===== config.mk =====
export PLATFORM = sky130hd
export DESIGN_NAME = spi_cmd_controller
export DESIGN_NICKNAME = d
export VERILOG_FILES = /design/src/rtl/psec5_spi_pkg.sv /design/src/rtl/spi_idle_timer.sv /design/src/rtl/spi_cmd_controller.sv
export SDC_FILE = /design/constraint.sdc
export NUM_CORES = 1
export LEC_CHECK = 0
export CORE_ASPECT_RATIO = 1.75
export CORE_MARGIN = 3
export CORE_UTILIZATION = 50
export CTS_BUF_LIST = sky130_fd_sc_hd__clkbuf_4
export DETAILED_ROUTE_END_ITERATION = 10
export PLACE_DENSITY_LB_ADDON = 0.05
export SLEW_MARGIN = 5
export SYNTH_ARGS = -nofsm -noshare
export SYNTH_HDL_FRONTEND = slang
export SYNTH_HIERARCHICAL = 1
export SYNTH_SLANG_ARGS = --single-unit

===== constraint.sdc =====
create_clock -name iclk -period 3.4 [get_ports iclk]
set_input_delay 0.85 -clock iclk [delete_from_list [all_inputs] [get_ports iclk]]
set_output_delay 0.85 -clock iclk [all_outputs]
set_load 0.005 [all_outputs]

===== src/rtl/psec5_spi_pkg.sv =====
// Shared types and constants for the SPI command sequencer.
package psec5_spi_pkg;

  localparam int CMD_RW_BIT = 7;
  localparam int ADDR_W     = 7;

  typedef enum logic [2:0] {
    IDLE,
    WR_DATA,
    RD_REQ,
    RD_CAP,
    RD_WAIT,
    DISCARD
  } state_e;

endpackage


===== src/rtl/spi_idle_timer.sv =====
// Idle-gap counter: expires once TIMEOUT consecutive enabled cycles pass without clear.
module spi_idle_timer #(
  parameter int TIMEOUT = 16
) (
  input  logic iclk,
  input  logic rstn,
  input  logic clear,
  input  logic enable,
  output logic expired
);

  localparam int CW = $clog2(TIMEOUT + 1);

  logic [CW-1:0] cnt_q;

  // The counter would step to TIMEOUT on this edge; a same-cycle clear wins.
  assign expired = enable && !clear && (cnt_q == CW'(TIMEOUT - 1));

  always_ff @(posedge iclk or negedge rstn) begin
    if (!rstn)                          cnt_q <= '0;
    else if (!enable || clear || expired) cnt_q <= '0;
    else                                cnt_q <= cnt_q + 1'b1;
  end

endmodule


===== src/rtl/spi_cmd_controller.sv =====
// Decodes SPI command bytes into register-bank read/write strobes with burst auto-increment.
module spi_cmd_controller
  import psec5_spi_pkg::*;
#(
  parameter int NUM_REGS = 32,
  parameter int TIMEOUT  = 16
) (
  input  logic              iclk,
  input  logic              rstn,
  input  logic [7:0]        byte_in,
  input  logic              byte_valid,
  input  logic              err_clr,
  input  logic [7:0]        reg_rdata,
  output logic              reg_wr_en,
  output logic              reg_rd_en,
  output logic [ADDR_W-1:0] reg_addr,
  output logic [7:0]        reg_wdata,
  output logic [7:0]        tx_byte,
  output logic              tx_valid,
  output logic              busy,
  output logic              frame_done,
  output logic              err
);

  localparam logic [ADDR_W:0] NREGS = NUM_REGS[ADDR_W:0];

  state_e            state_q;
  logic [ADDR_W-1:0] addr_q;
  logic [ADDR_W:0]   addr_inc;
  logic              cmd_bad, addr_ovf, tmo;

  assign addr_inc = {1'b0, addr_q} + 1'b1;
  assign addr_ovf = (addr_inc == NREGS);
  assign cmd_bad  = ({1'b0, byte_in[ADDR_W-1:0]} >= NREGS);

  spi_idle_timer #(.TIMEOUT(TIMEOUT)) u_timer (
    .iclk    (iclk),
    .rstn    (rstn),
    .clear   (byte_valid),
    .enable  (state_q != IDLE),
    .expired (tmo)
  );

  always_ff @(posedge iclk or negedge rstn) begin
    if (!rstn) begin
      state_q    <= IDLE;
      addr_q     <= '0;
      reg_wr_en  <= 1'b0;
      reg_rd_en  <= 1'b0;
      reg_addr   <= '0;
      reg_wdata  <= '0;
      tx_byte    <= '0;
      tx_valid   <= 1'b0;
      busy       <= 1'b0;
      frame_done <= 1'b0;
      err        <= 1'b0;
    end else begin
      reg_wr_en  <= 1'b0;
      reg_rd_en  <= 1'b0;
      tx_valid   <= 1'b0;
      frame_done <= 1'b0;
      // Later err <= 1 assignments override this, so a set beats a clear.
      if (err_clr) err <= 1'b0;
      if (tmo) begin
        state_q    <= IDLE;
        busy       <= 1'b0;
        frame_done <= 1'b1;
      end else begin
        case (state_q)
          IDLE: if (byte_valid) begin
            addr_q <= byte_in[ADDR_W-1:0];
            busy   <= 1'b1;
            if (cmd_bad) begin
              err     <= 1'b1;
              state_q <= DISCARD;
            end else if (byte_in[CMD_RW_BIT]) begin
              reg_rd_en <= 1'b1;
              reg_addr  <= byte_in[ADDR_W-1:0];
              state_q   <= RD_REQ;
            end else begin
              state_q <= WR_DATA;
            end
          end
          WR_DATA: if (byte_valid) begin
            reg_wr_en <= 1'b1;
            reg_addr  <= addr_q;
            reg_wdata <= byte_in;
            addr_q    <= addr_inc[ADDR_W-1:0];
            if (addr_ovf) begin
              err     <= 1'b1;
              state_q <= DISCARD;
            end
          end
          RD_REQ: state_q <= RD_CAP;
          RD_CAP: begin
            tx_byte  <= reg_rdata;
            tx_valid <= 1'b1;
            state_q  <= RD_WAIT;
          end
          RD_WAIT: if (byte_valid) begin
            addr_q <= addr_inc[ADDR_W-1:0];
            if (addr_ovf) begin
              err     <= 1'b1;
              state_q <= DISCARD;
            end else begin
              reg_rd_en <= 1'b1;
              reg_addr  <= addr_inc[ADDR_W-1:0];
              state_q   <= RD_REQ;
            end
          end
          DISCARD: ;
          default: state_q <= IDLE;
        endcase
      end
    end
  end

endmodule

==> metrics.md, run 1 <==
| Metric | Value |
|---|---|
| Status | `complete, no violations` |
| H-tree depth | `2` |
| Worst path required time | `3.66 ns` |
| Number of global-route vias before repair | `2030` |
| WL per Instance | `16.9 um` |
| #FFs+latches synth | `44` |
| Crit Path Class | `reg2reg` |
| Port bufs | `48` |
| Starting DRT DRC Count | `118` |
| Detailed-route DRC error count | `0` |
| Total power | `0.00273 W` |
| FF+latch area | `1100 um^2` |
| Crit path capture | `reg_addr[4]` |
| Startpoint types | `flop` |
| Final setup viols | `0` |
| Initial antenna violation count | `0` |
| Final Max Slew Viols | `0` |
| Clock Sinks | `44` |
| Placer Congestion | `0.816` |
| DR pass1 iterations | `4` |
| Distinct cell type count after synthesis | `56` |
| Post-Syn Nets | `268` |
| VDD IR max | `0.565 mV` |
| Post-DP Area | `2980 um^2` |
| Fillcell total | `408` |
| Die height | `98.9 um` |
| Gr usage total | `21.7%` |
| Vias | `1994` |
| Startpoint of the worst register-to-register path | `u_timer/cnt_q[0]` |
| Post-Synthesis Cell Area | `2470 um^2` |
| Ant diodes | `0` |
| Setup TNS | `0 ns` |
| Max Freq | `0.393 GHz` |
| CTS buffer count | `5` |
| Antenna-violating nets left | `0` |
| Fin area | `3030 um^2` |
| Total gr overflow | `0` |
| Post-synth ARST share | `100%` |
| Critical Path Source | `u_timer/cnt_q[0]` |
| Crit-path max FO | `7` |
| Tightest Pin Transition | `0.993 ns` |
| First-pass GRT wire length | `9630 um` |
| Post-synthesis sequential area ratio | `44.6%` |
| Pin count of the biggest net entering global routing | `45` |
| Post-CTS Hold Fix Bufs | `0` |
| Reg2reg setup slack | `0.85 ns` |
| Highest-count cells in the layout ignoring fill and taps | `clkdlybuf4s50_1, dfrtp_1, a21oi_1` |
| Final #Nets | `313` |
| Critical path capture point type | `flop` |
| Mapped Cells | `245` |
| Ys flop type | `dfrtp_1` |
| Synth Warn # | `6` |
| Num rows | `33` |
| Worst Hold Class | `reg2reg` |
| Post-synth EDFFs | `0` |
| Share of layout cells above drive strength 1 | `16.2%` |
| DRT Wirelength | `5810 um` |
| Die area | `5840 um^2` |
| Final Skew | `0.0147 ns` |
| Clock slew at reported path FFs | `0.13 ns` |
| Worst-Skew Late Latency | `0.35 ns` |
| Relative slew slack | `33.8%` |
| Core Region | `4710 um^2` |
| Ports | `49` |
| Multi-input logic area | `1240 um^2` |
| Syn Area/Cell | `10.1 um^2` |
| Final hold viol count | `0` |
| Setup repair bufs after CTS | `0` |
| Initial Util | `52.4%` |
| Cell area power density | `901 nW/um^2` |
| Vias/cell | `5.81` |
| Leak pwr | `1.29 nW` |
| Crit path DAT | `2.80 ns` |
| Max-capacitance violation count | `0` |
| Clock Tree Buf Depth | `2` |
| RSZ-0062 raised after global routing | `no` |
| Post_cts resized | `0` |
| R2R depth | `9` |
| Post-DP HPWL | `4210 um` |
| Die width | `59.1 um` |
| Tmin final | `2.55 ns` |
| Layout area overhead | `23.0%` |
| Commonest non-fill, non-tap cell in the layout | `clkdlybuf4s50_1` |
| Fin crit share | `74.9%` |
| CTS tree | `built` |
| Reg-to-reg endpoint | `reg_addr[4]` |
| Root buffer cell | `clkbuf_4` |
cells by family after synthesis:
logic type | after synthesis | synth area share (%)
and+or+nand+nor | 67 | 14.7
DFF | 44 | 44.6
xor gates and xnor gates | 5 | 1.78
muxes | 26 | 12.4
AOI/OAI and AO/OA | 71 | 19.9
buffers and inverters | 29 | 4.97
adders and majority gates | 3 | 1.52
Yosys cell counts, drive strengths merged, types with 2 or more instances:
cell,count,area share (%)
nor2,18,2.9
o21ai,16,3.2
o211ai,2,1.2
clkbuf,10,1.5
a31oi,2,0.51
a21oi,27,5.5
nand3,8,1.6
nand2,13,2.3
nand3b,2,0.61
and3,2,0.51
or2,3,0.76
nor3,2,0.41
nor2b,6,1.5
nand4,2,0.51
nand2b,3,0.76
a2111oi,3,2.1
ha,3,1.5
o21a,5,1.5
xnor2,4,1.4
inv,12,1.8
mux2,22,11
buf,6,1.5
dfrtp,44,45
mux2i,4,1.6
o22ai,3,0.76
final cells by class:
cell class                      count  area share (%)
Sequential cell                    44            36.3
Inverter                           13            1.61
Tap cell                           52            2.14
Clock buffer                        7            1.73
Clock inverter                      1           0.124
Multi-Input combinational cell    172            40.9
Timing Repair Buffer               54            17.2
layer usage:
metal  track usage (%)  part of all wire (%)  vias up
met5                 0                     0        -
met4              11.0                   3.5        0
met3              4.06                   3.5       12
met2              37.7                    54       42
met1              24.3                    39      972
li1                  -                     -      968
flip-flops by register name (all words and copies together), names as in the netlist:
register / flops
state_q: 3
reg_wr_en: 1
u_timer/cnt_q: 5
frame_done: 1
err: 1
reg_rd_en: 1
tx_byte: 8
busy: 1
reg_wdata: 8
tx_valid: 1
reg_addr: 7
addr_q: 7
worst min path at each step:
stage | from | end | slack (ns) | depth (start not counted)
2_1_floorplan | u_timer/cnt_q[0] | u_timer/cnt_q[0] | 0.43 | 1
3_3_place_gp | u_timer/cnt_q[0] | u_timer/cnt_q[0] | 0.44 | 1
3_5_place_dp | u_timer/cnt_q[0] | u_timer/cnt_q[0] | 0.46 | 1
4_1_cts | u_timer/cnt_q[0] | u_timer/cnt_q[0] | 0.47 | 1
5_1_grt | u_timer/cnt_q[0] | u_timer/cnt_q[0] | 0.51 | 1
6_report | u_timer/cnt_q[0] | u_timer/cnt_q[0] | 0.47 | 1
worst max-delay path: stages, from the launching register on:
cell and delay [ns]:
dfrtp_1 0.42, ha_1 0.22, and3_1 0.18, ha_1 0.22, and3b_1 0.27, inv_1 0.12
nand3_1 0.20, nor2_1 0.28, o211ai_4 0.20, mux2_4 0.34
power by group:
group          total [W]  switching [W]  internal, W  leakage, nW
Clock           0.000262       0.000166    0.0000958       0.0338
Combinational    0.00149       0.000683     0.000812        0.722
Sequential      0.000979       0.000232     0.000746        0.529
Total            0.00273        0.00108      0.00165         1.29
stage by stage:
| stage | utilization, % | hold slack, ns | worst slack (ns) | std cells |
|---|---|---|---|---|
| finish | 64.5 | 0.468 | 0.855 | 343 |
| global route | 64.5 | 0.506 | 0.598 | 343 |
| CTS | 64.5 | 0.473 | 0.829 | 343 |
| detailed placement | 63.3 | 0.456 | 0.528 | 335 |
| global placement | 63.3 | 0.443 | 0.574 | 335 |
| floorplan | - | 0.429 | 1.01 | 245 |
No activity file was read; power rests on OpenSTA's default activity.
==> run 2, diff against run 1 <==
--- a/config.mk
+++ b/config.mk
@@ -7,7 +7,7 @@
 export LEC_CHECK = 0
 export CORE_ASPECT_RATIO = 1.75
 export CORE_MARGIN = 3
-export CORE_UTILIZATION = 50
+export CORE_UTILIZATION = 48
 export CTS_BUF_LIST = sky130_fd_sc_hd__clkbuf_4
 export DETAILED_ROUTE_END_ITERATION = 10
 export PLACE_DENSITY_LB_ADDON = 0.05
==> constraint.sdc (replaced) <==
create_clock -name iclk -period 2.06 [get_ports iclk]
set_input_delay 0.515 -clock iclk [delete_from_list [all_inputs] [get_ports iclk]]
set_output_delay 0.515 -clock iclk [all_outputs]
set_load 0.005 [all_outputs]
==> metrics.md, run 2 (same netlist as run 1, synthesis figures left out) <==
| Metric | Value |
|---|---|
| Status | `complete, no violations` |
| Post-DP HPWL | `4840 um (+15%)` |
| H-tree depth | `2 (unchanged)` |
| Final setup viols | `0 (unchanged)` |
| Layout area overhead | `39.7%` |
| Worst path slowest cell | `dfrtp_1` |
| Reg-to-reg endpoint | `reg_addr[5]` |
| Die area | `6070 um^2 (+3.8%)` |
| Final WS setup | `0.0294 ns (-0.826 ns)` |
| Tmin final | `2.03 ns (-0.514 ns)` |
| Max-capacitance violation count | `0 (unchanged)` |
| Final Max Slew Viols | `0 (unchanged)` |
| Setup TNS | `0 ns (unchanged)` |
| Crit-path max FO | `6 (-1)` |
| CTS buffer count | `5 (unchanged)` |
| Crit-path max cell delay | `0.41 ns (about the same)` |
| Share of layout cells above drive strength 1 | `29.8% (+14 points)` |
| Largest registers | `reg_wdata x8, tx_byte x8` |
| R2R depth | `9 (unchanged)` |
| Final hold viol count | `0 (unchanged)` |
| Highest-count cells in the layout ignoring fill and taps | `clkdlybuf4s50_1, dfrtp_1, buf_4, a21oi_1, o21ai_0` |
| Starting DRT DRC Count | `86 (-27%)` |
| Startpoint of the worst register-to-register path | `u_timer/cnt_q[1]` |
| Total gr overflow | `0 (unchanged)` |
| Place WS | `-0.0857 ns (-0.614 ns)` |
| Core Region | `4830 um^2 (+2.6%)` |
| WL per Instance | `16.9 um (-0.27%)` |
| Max Freq | `0.492 GHz (+25%)` |
| Die width | `60.2 um (+1.9%)` |
| Initial Util | `51.0% (-1.3 points)` |
| Port bufs | `48 (unchanged)` |
| VDD IR max | `1.10 mV (+95%)` |
| Startpoint types | `flop` |
| First-pass GRT wire length | `10400 um (+7.7%)` |
| Final #Nets | `348 (+11%)` |
| RSZ-0062 raised after global routing | `yes` |
| Final Skew | `0.00752 ns (-0.00714 ns)` |
| Placed Instances | `364 (+8.7%)` |
| Gr usage total | `23.1% (+1.4 points)` |
| Number of global-route vias before repair | `2195 (+8.1%)` |
| Cell Chain, Critical Path | `ha_2 > and3_4 > ha_4 > and3b_2 > inv_2 > nand3_4 > nor2_4 > o211ai_4 > mux2_4` |
| Worst Hold Class | `in2async` |
| Placer Congestion | `0.934 (+14%)` |
| Clock Tree Buf Depth | `2 (unchanged)` |
| Relative slew slack | `74.4% (+41 points)` |
| Fin crit share | `98.6% (+24 points)` |
| DRT Wirelength | `6380 um (+9.9%)` |
| Post-CTS Hold Fix Bufs | `0 (unchanged)` |
| Initial antenna violation count | `0 (unchanged)` |
| Die height | `101 um (+1.9%)` |
| Cell area power density | `1470 nW/um^2 (+64%)` |
| CTS tree | `built` |
| Worst-Skew Late Latency | `0.36 ns (about the same)` |
| Pin count of the biggest net entering global routing | `28 (-38%)` |
| Clock Sinks | `44 (unchanged)` |
| Worst path required time | `2.32 ns (-1.34 ns)` |
| Crit Path Class | `reg2reg` |
| Crit path DAT | `2.29 ns (-0.51 ns)` |
| DR pass1 iterations | `4 (unchanged)` |
| Ant diodes | `0 (unchanged)` |
| Leak pwr | `1.47 nW (+14%)` |
| Vias/cell | `5.67 (-2.5%)` |
| Antenna-violating nets left | `0 (unchanged)` |
| Detailed-route DRC error count | `0 (unchanged)` |
| Num rows | `33 (unchanged)` |
| Clock slew at reported path FFs | `0.14 ns (about the same)` |
| Root buffer cell | `clkbuf_4` |
| Ports | `49 (unchanged)` |
| Tightest Pin Transition | `0.385 ns (-0.608 ns)` |
| Commonest non-fill, non-tap cell in the layout | `clkdlybuf4s50_1` |
| Reg2reg setup slack | `0.03 ns (-0.83 ns)` |
| Critical path capture point type | `flop` |
| Vias | `2143 (+7.5%)` |
| Layout Cells excl Fill | `378 (+10%)` |
[run 2: stage by stage]
| stage | area [um^2] | power [W] | hold WS (ns) | util, % |
|---|---|---|---|---|
| after CTS | 3350 | 0.00500 | 0.0295 | 69.3 |
| after global placement | 3250 | 0.00436 | 0.442 | 67.3 |
| after floorplan | 2520 | 0.00320 | 0.219 | - |
| final | 3450 | 0.00508 | 0.0379 | 71.3 |
| after detailed placement | 3250 | 0.00440 | 0.448 | 67.3 |
| after global routing | 3450 | 0.00548 | 0.0378 | 71.3 |
[run 2: power by group]
part / total (W) / internal [W] / switching (W)
sequential: 0.00151 / 0.00124 / 0.000278
combinational: 0.00300 / 0.00163 / 0.00137
clock: 0.000564 / 0.000260 / 0.000304
[run 2: worst max-delay path, delay by kind of cell, from the launching register on]
family / cells / cell delay [ns]
AO/OA/AOI/OAI: 1 / 0.14
adder cells (fa/ha/maj): 2 / 0.35
flip-flops: 1 / 0.41
AND/OR/NAND/NOR: 4 / 0.63
multiplexers: 1 / 0.33
buffers and inverters: 1 / 0.08
[run 2: cell type report]
type / count / area [um^2]
Clock buffer: 5 / 37.5
Timing Repair Buffer: 88 / 803
Multi-Input combinational cell: 173 / 1340
Inverter: 13 / 48.8
Clock inverter: 3 / 46.3
Tap cell: 52 / 65.1
Fill cell: 378 / 1390
Sequential cell: 44 / 1100
[run 2: routing by layer]
layer  track usage, %  routed length (um)  part of all wire (%)
met1             25.6                2360                    37
met2             39.8                3420                    54
met3             3.59                 262                   4.1
met4             14.2                 330                   5.2
met5                0                   0                     0
[run 2: how the worst max path moves through the flow]
stage                           from      endpoint  slack, ns  depth (start not counted)
finish              u_timer/cnt_q[1]   reg_addr[5]       0.03                          9
global route        u_timer/cnt_q[0]   reg_addr[3]      -0.04                          9
CTS                        addr_q[4]           err      0.007                          6
detailed placement        byte_valid     addr_q[0]      -0.09                          7
global placement          byte_valid     addr_q[0]      -0.05                          7
floorplan           u_timer/cnt_q[0]  reg_wdata[0]      -0.03                          9
[run 2: timing repair]
| item | CTS | global route |
|---|---|---|
| gates cloned | 0 | 1 |
| pin swaps | 1 | 2 |
| setup buffers | 1 | 4 |
| gates resized for setup | 2 | 14 |
| setup endpoints to repair | 10 | 27 |
==> RTL change 1: new RTL, config.mk and constraints of run 2 <==
Encoding of `state_e`: now Gray code (3 bits for 6 states).
--- a/src/rtl/psec5_spi_pkg.sv
+++ b/src/rtl/psec5_spi_pkg.sv
@@ -7,8 +7,8 @@
   typedef enum logic [2:0] {
-    IDLE,
-    WR_DATA,
-    RD_REQ,
-    RD_CAP,
-    RD_WAIT,
-    DISCARD
+    IDLE    = 3'b000,
+    WR_DATA = 3'b001,
+    RD_REQ  = 3'b011,
+    RD_CAP  = 3'b010,
+    RD_WAIT = 3'b110,
+    DISCARD = 3'b111
   } state_e;
Function: same outputs for any inputs over 4 cycles, from zero or initial values and one cycle with rstn low; so few cycles prove little.
==> RTL change 1 against run 2 <==
  * The run now ends with setup timing left
  * Critical path type unchanged
  * Power down 9.7%
  * Design area down 4.8%
  * Combinational power down 11%
  * Setup slack worse by 0.20 ns
  * Cell count down 9.0%
  * Synthesized area down 6.7%
  * Wire length down 12%
  * First-iteration DRC count up 14%
  * Fmax down 9.0%
  * Sequential cell count unchanged
==> RTL change 1: results (changes against run 2) <==
* Failing checks: setup timing
* NetSw at 1.65 mW (-15%)
* Final setup fails at 16 (+16)
* Pleak at 1.43 nW (-2.3%)
* CP Launch Point: u_timer/cnt_q[0]
* All-Layer GR Usage at 21.5% (-1.6 points)
* Synth Area in Adders at 2.18% (+0.65 points)
* Fill cell count at 329 (-13%)
* NumNets Final at 316 (-9.2%)
* Post-synthesis mux area share at 11.7% (-0.68 points)
* Initial DRC Count at 98 (+14%)
* Hpwl dp at 4230 µm (-13%)
* Clock slew at reported path FFs at 0.12 ns (-0.02 ns)
* Status: complete, but fails checks
* Cell variety after synth at 51 (-8.9%)
* Vias in the first global route at 1991 (-9.3%)
* Routed length on met2 at 3100 µm (-9.6%)
* Dpl ws at -0.316 ns (-0.230 ns)
* Synth area leaders: dfrtp_1, mux2_2, a21oi_1, nand2_1, ha_1
* Worst Tran Pin Value at 0.556 ns (+0.172 ns)
* Syn_nets at 236 (-12%)
* Via/cell ratio at 5.61 (-1.1%)
* Setup_tns at -1.81 ns (-1.81 ns)
* Post-route setup slack at -0.170 ns (-0.200 ns)
* Share of cells above drive strength 1 at 30.4% (+0.62 points)
* Sequential-to-total area share from yosys stat at 47.9% (+3.2 points)
* Worst-skew pair later-pin latency at 0.34 ns (-0.02 ns)
* Largest net degree at the start of global routing at 26 (-7.1%)
* Crit-path max FO at 7 (+1)
* Logic pwr share at 58.3% (-0.8 points)
* Gpl congestion at 0.903 (-3.4%)
* First-pass GRT wire length at 9560 µm (-7.9%)
* Compound-Gate Fraction of Synth Area at 17.0% (-3.0 points)
* Post-Route WL at 5630 µm (-12%)
* Synth Area in XOR/XNOR at 0.761% (-1.0 points)
==> RTL change 1: cell type report <==
class / count / area share (%)
Clock buffer: 7 / 1.60
Timing Repair Buffer: 86 / 25.2
Sequential cell: 44 / 33.5
Clock inverter: 1 / 0.114
Tap cell: 51 / 1.94
Multi-Input combinational cell: 145 / 36.5
Inverter: 10 / 1.14
==> RTL change 1: worst min-delay path by stage <==
stage,from,endpoint,slack [ns],depth (start not counted)
6_report,rstn,reg_wdata[3],0.11,1
5_1_grt,rstn,reg_wdata[6],0.12,1
4_1_cts,rstn,reg_wdata[6],0.11,1
3_5_place_dp,reg_wdata[7],reg_wdata[7],0.49,1
3_3_place_gp,rstn,reg_wr_en,0.49,1
2_1_floorplan,rstn,addr_q[0],0.22,0
==> RTL change 1: repair_timing <==
item                                    CTS  global route
resized for setup                         4            14
endpoints found under the setup margin   16            29
cloned                                    1             1
pin swaps                                 3             3
setup buffers                             2             6
==> RTL change 1: cell families after synthesis <==
logic type,Yosys count
flip-flops,44
adder cells (fa/ha/maj),4
XOR/XNOR,2
AND/OR/NAND/NOR,63
multiplexers,24
AO/OA/AOI/OAI,52
buffers and inverters,23
==> RTL change 1: per-stage QoR <==
step	hold slack, ns	instances	area (µm²)	power (mW)	utilization (%)
2_1_floorplan	0.219	212	2360	2.95	-
3_3_place_gp	0.487	329	3090	3.99	68.3
3_5_place_dp	0.492	329	3090	4.04	68.3
4_1_cts	0.110	340	3200	4.51	70.8
5_1_grt	0.120	344	3280	4.93	72.5
6_report	0.112	344	3280	4.59	72.5
==> RTL change 1: metal layers <==
metal,GRT usage (%),up-vias
met4,10.5,0
met5,0,-
met3,3.19,17
li1,-,940
met2,37.6,47
met1,24.3,925
==> RTL change 2: new RTL, flow settings as in run 2 <==
Without the edit above. Change the package constant `ADDR_W` from 7 to 6.
--- a/src/rtl/psec5_spi_pkg.sv
+++ b/src/rtl/psec5_spi_pkg.sv
@@ -4,3 +4,3 @@
   localparam int CMD_RW_BIT = 7;
-  localparam int ADDR_W     = 7;
+  localparam int ADDR_W     = 6;
 
Interface: changed (resized reg_addr); port bits go from 49 to 48. No check against the original RTL was run, so the function may have changed too.
==> RTL change 2 against run 2 <==
  * Fmax decreased by 0.92%
  * Design area decreased by 14%
  * Sequential cell count decreased by 2
  * Largest cell class unchanged
  * Wire length decreased by 18%
  * Setup slack got worse by 0.019 ns
  * Critical path type unchanged
  * Synthesized area decreased by 12%
Power is not compared: it rests on default switching activity, and its combinational part moved more than twofold at a synthesized area within 25%.
==> RTL change 2: results (changes against run 2) <==
* Status: complete, no violations
* FF-to-FF End: reg_addr[1]
* Reg2reg start: u_timer/cnt_q[0]
* Flop2flop setup slack at 0.01 ns (-0.02 ns)
* Pleak at 1.33 nW
* Synth Area in Adders at 1.74% (+0.21 points)
* CP arrival at 2.30 ns
* All-Layer GR Usage at 20.7% (-2.4 points)
* Post-Syn Instances at 209 (-15%)
* Synth Area in XOR/XNOR at 1.62% (-0.16 points)
* First-pass GRT wire length at 8710 µm (-16%)
* Min-delay worst type: in2async
* Cell variety after synth at 46 (-18%)
* Sw Share at 36.5%
* NumNets Final at 302 (-13%)
* Largest net degree at the start of global routing at 43 (+54%)
* Gpl congestion at 0.859 (-8.1%)
* VDD IR max at 700 µV
* Sequential-to-total area share from yosys stat at 48.6% (+4.0 points)
* Post-synthesis mux area share at 13.0% (+0.53 points)
* Worst Reg2Reg Path Length in Cells at 8 (-1)
* Compound-Gate Fraction of Synth Area at 15.5% (-4.4 points)
* Ys flop type: dfrtp_1
* Seq. pwr at 1.19 mW
* Drt wl/cell at 16.0 µm (-5.3%)
* CP peak stage delay at around 0.4 ns
* Placed cell count at 320 (-12%)
* Worst-skew pair later-pin latency at 0.36 ns (about the same)
* Share of cells above drive strength 1 at 25.7% (-4.0 points)
* Worst Tran Pin Value at 0.529 ns (+0.144 ns)
* Port Buffers at 47 (-2.1%)
* Syn_nets at 232 (-13%)
* Drt pass-1 iters at 4 (unchanged)
* Worst clock skew at 0.00963 ns (+0.00211 ns)
* Hpwl dp at 3990 µm (-17%)
* Initial DRC Count at 50 (-42%)
* Bufs on Longest Clock Path at 2 (unchanged)
* Synth top cells by count: dfrtp_1, nor2_1, a21oi_1
* Via count at 1850 (-14%)
* Via/cell ratio at 5.62 (-0.82%)
* Synth area leaders: dfrtp_1, mux2_2, a21oi_1, nor2_1, mux2_4
==> RTL change 2: cell type report <==
type                            instances  area (µm²)
Clock buffer                            5        37.5
Clock inverter                          3        18.8
Fill cell                             331        1270
Inverter                               10        37.5
Multi-Input combinational cell        147        1080
Sequential cell                        42        1050
Tap cell                               49        61.3
Timing Repair Buffer                   73         673
==> RTL change 2: through the flow <==
step	setup WS, ns	power (mW)	cell area (µm²)	hold WS [ns]
floorplan	-0.0483	2.05	2200	0.219
global placement	-0.191	2.63	2870	0.474
detailed placement	-0.229	2.68	2870	0.483
CTS	-0.00434	3.11	2940	0.211
global route	-0.0604	3.31	2960	0.229
finish	0.0105	3.10	2960	0.208
==> RTL change 2: per-layer routing <==
metal	global-route usage, %	up-vias	share of wire (%)
met5	0	-	0
li1	-	886	-
met2	40.0	55	56
met3	2.74	13	4.1
met1	22.4	896	37
met4	7.93	0	2.6
==> RTL change 2: how the worst max path moves through the flow <==
stage	startpoint	endpoint	cells past startpoint
global placement	byte_valid	reg_addr[1]	6
CTS	u_timer/cnt_q[0]	reg_addr[1]	8
global route	u_timer/cnt_q[0]	reg_wdata[2]	9
finish	u_timer/cnt_q[0]	reg_addr[1]	8
floorplan	u_timer/cnt_q[0]	reg_addr[1]	9
detailed placement	byte_valid	reg_addr[1]	6
==> RTL change 2: what timing repair did <==
| action | in CTS | in global routing |
|---|---|---|
| buffers inserted | 0 | 1 |
| resized for setup | 2 | 2 |
| pin swaps | 3 | 0 |
| endpoints found under the setup margin | 12 | 23 |
| endpoints found under the hold margin | 0 | 0 |
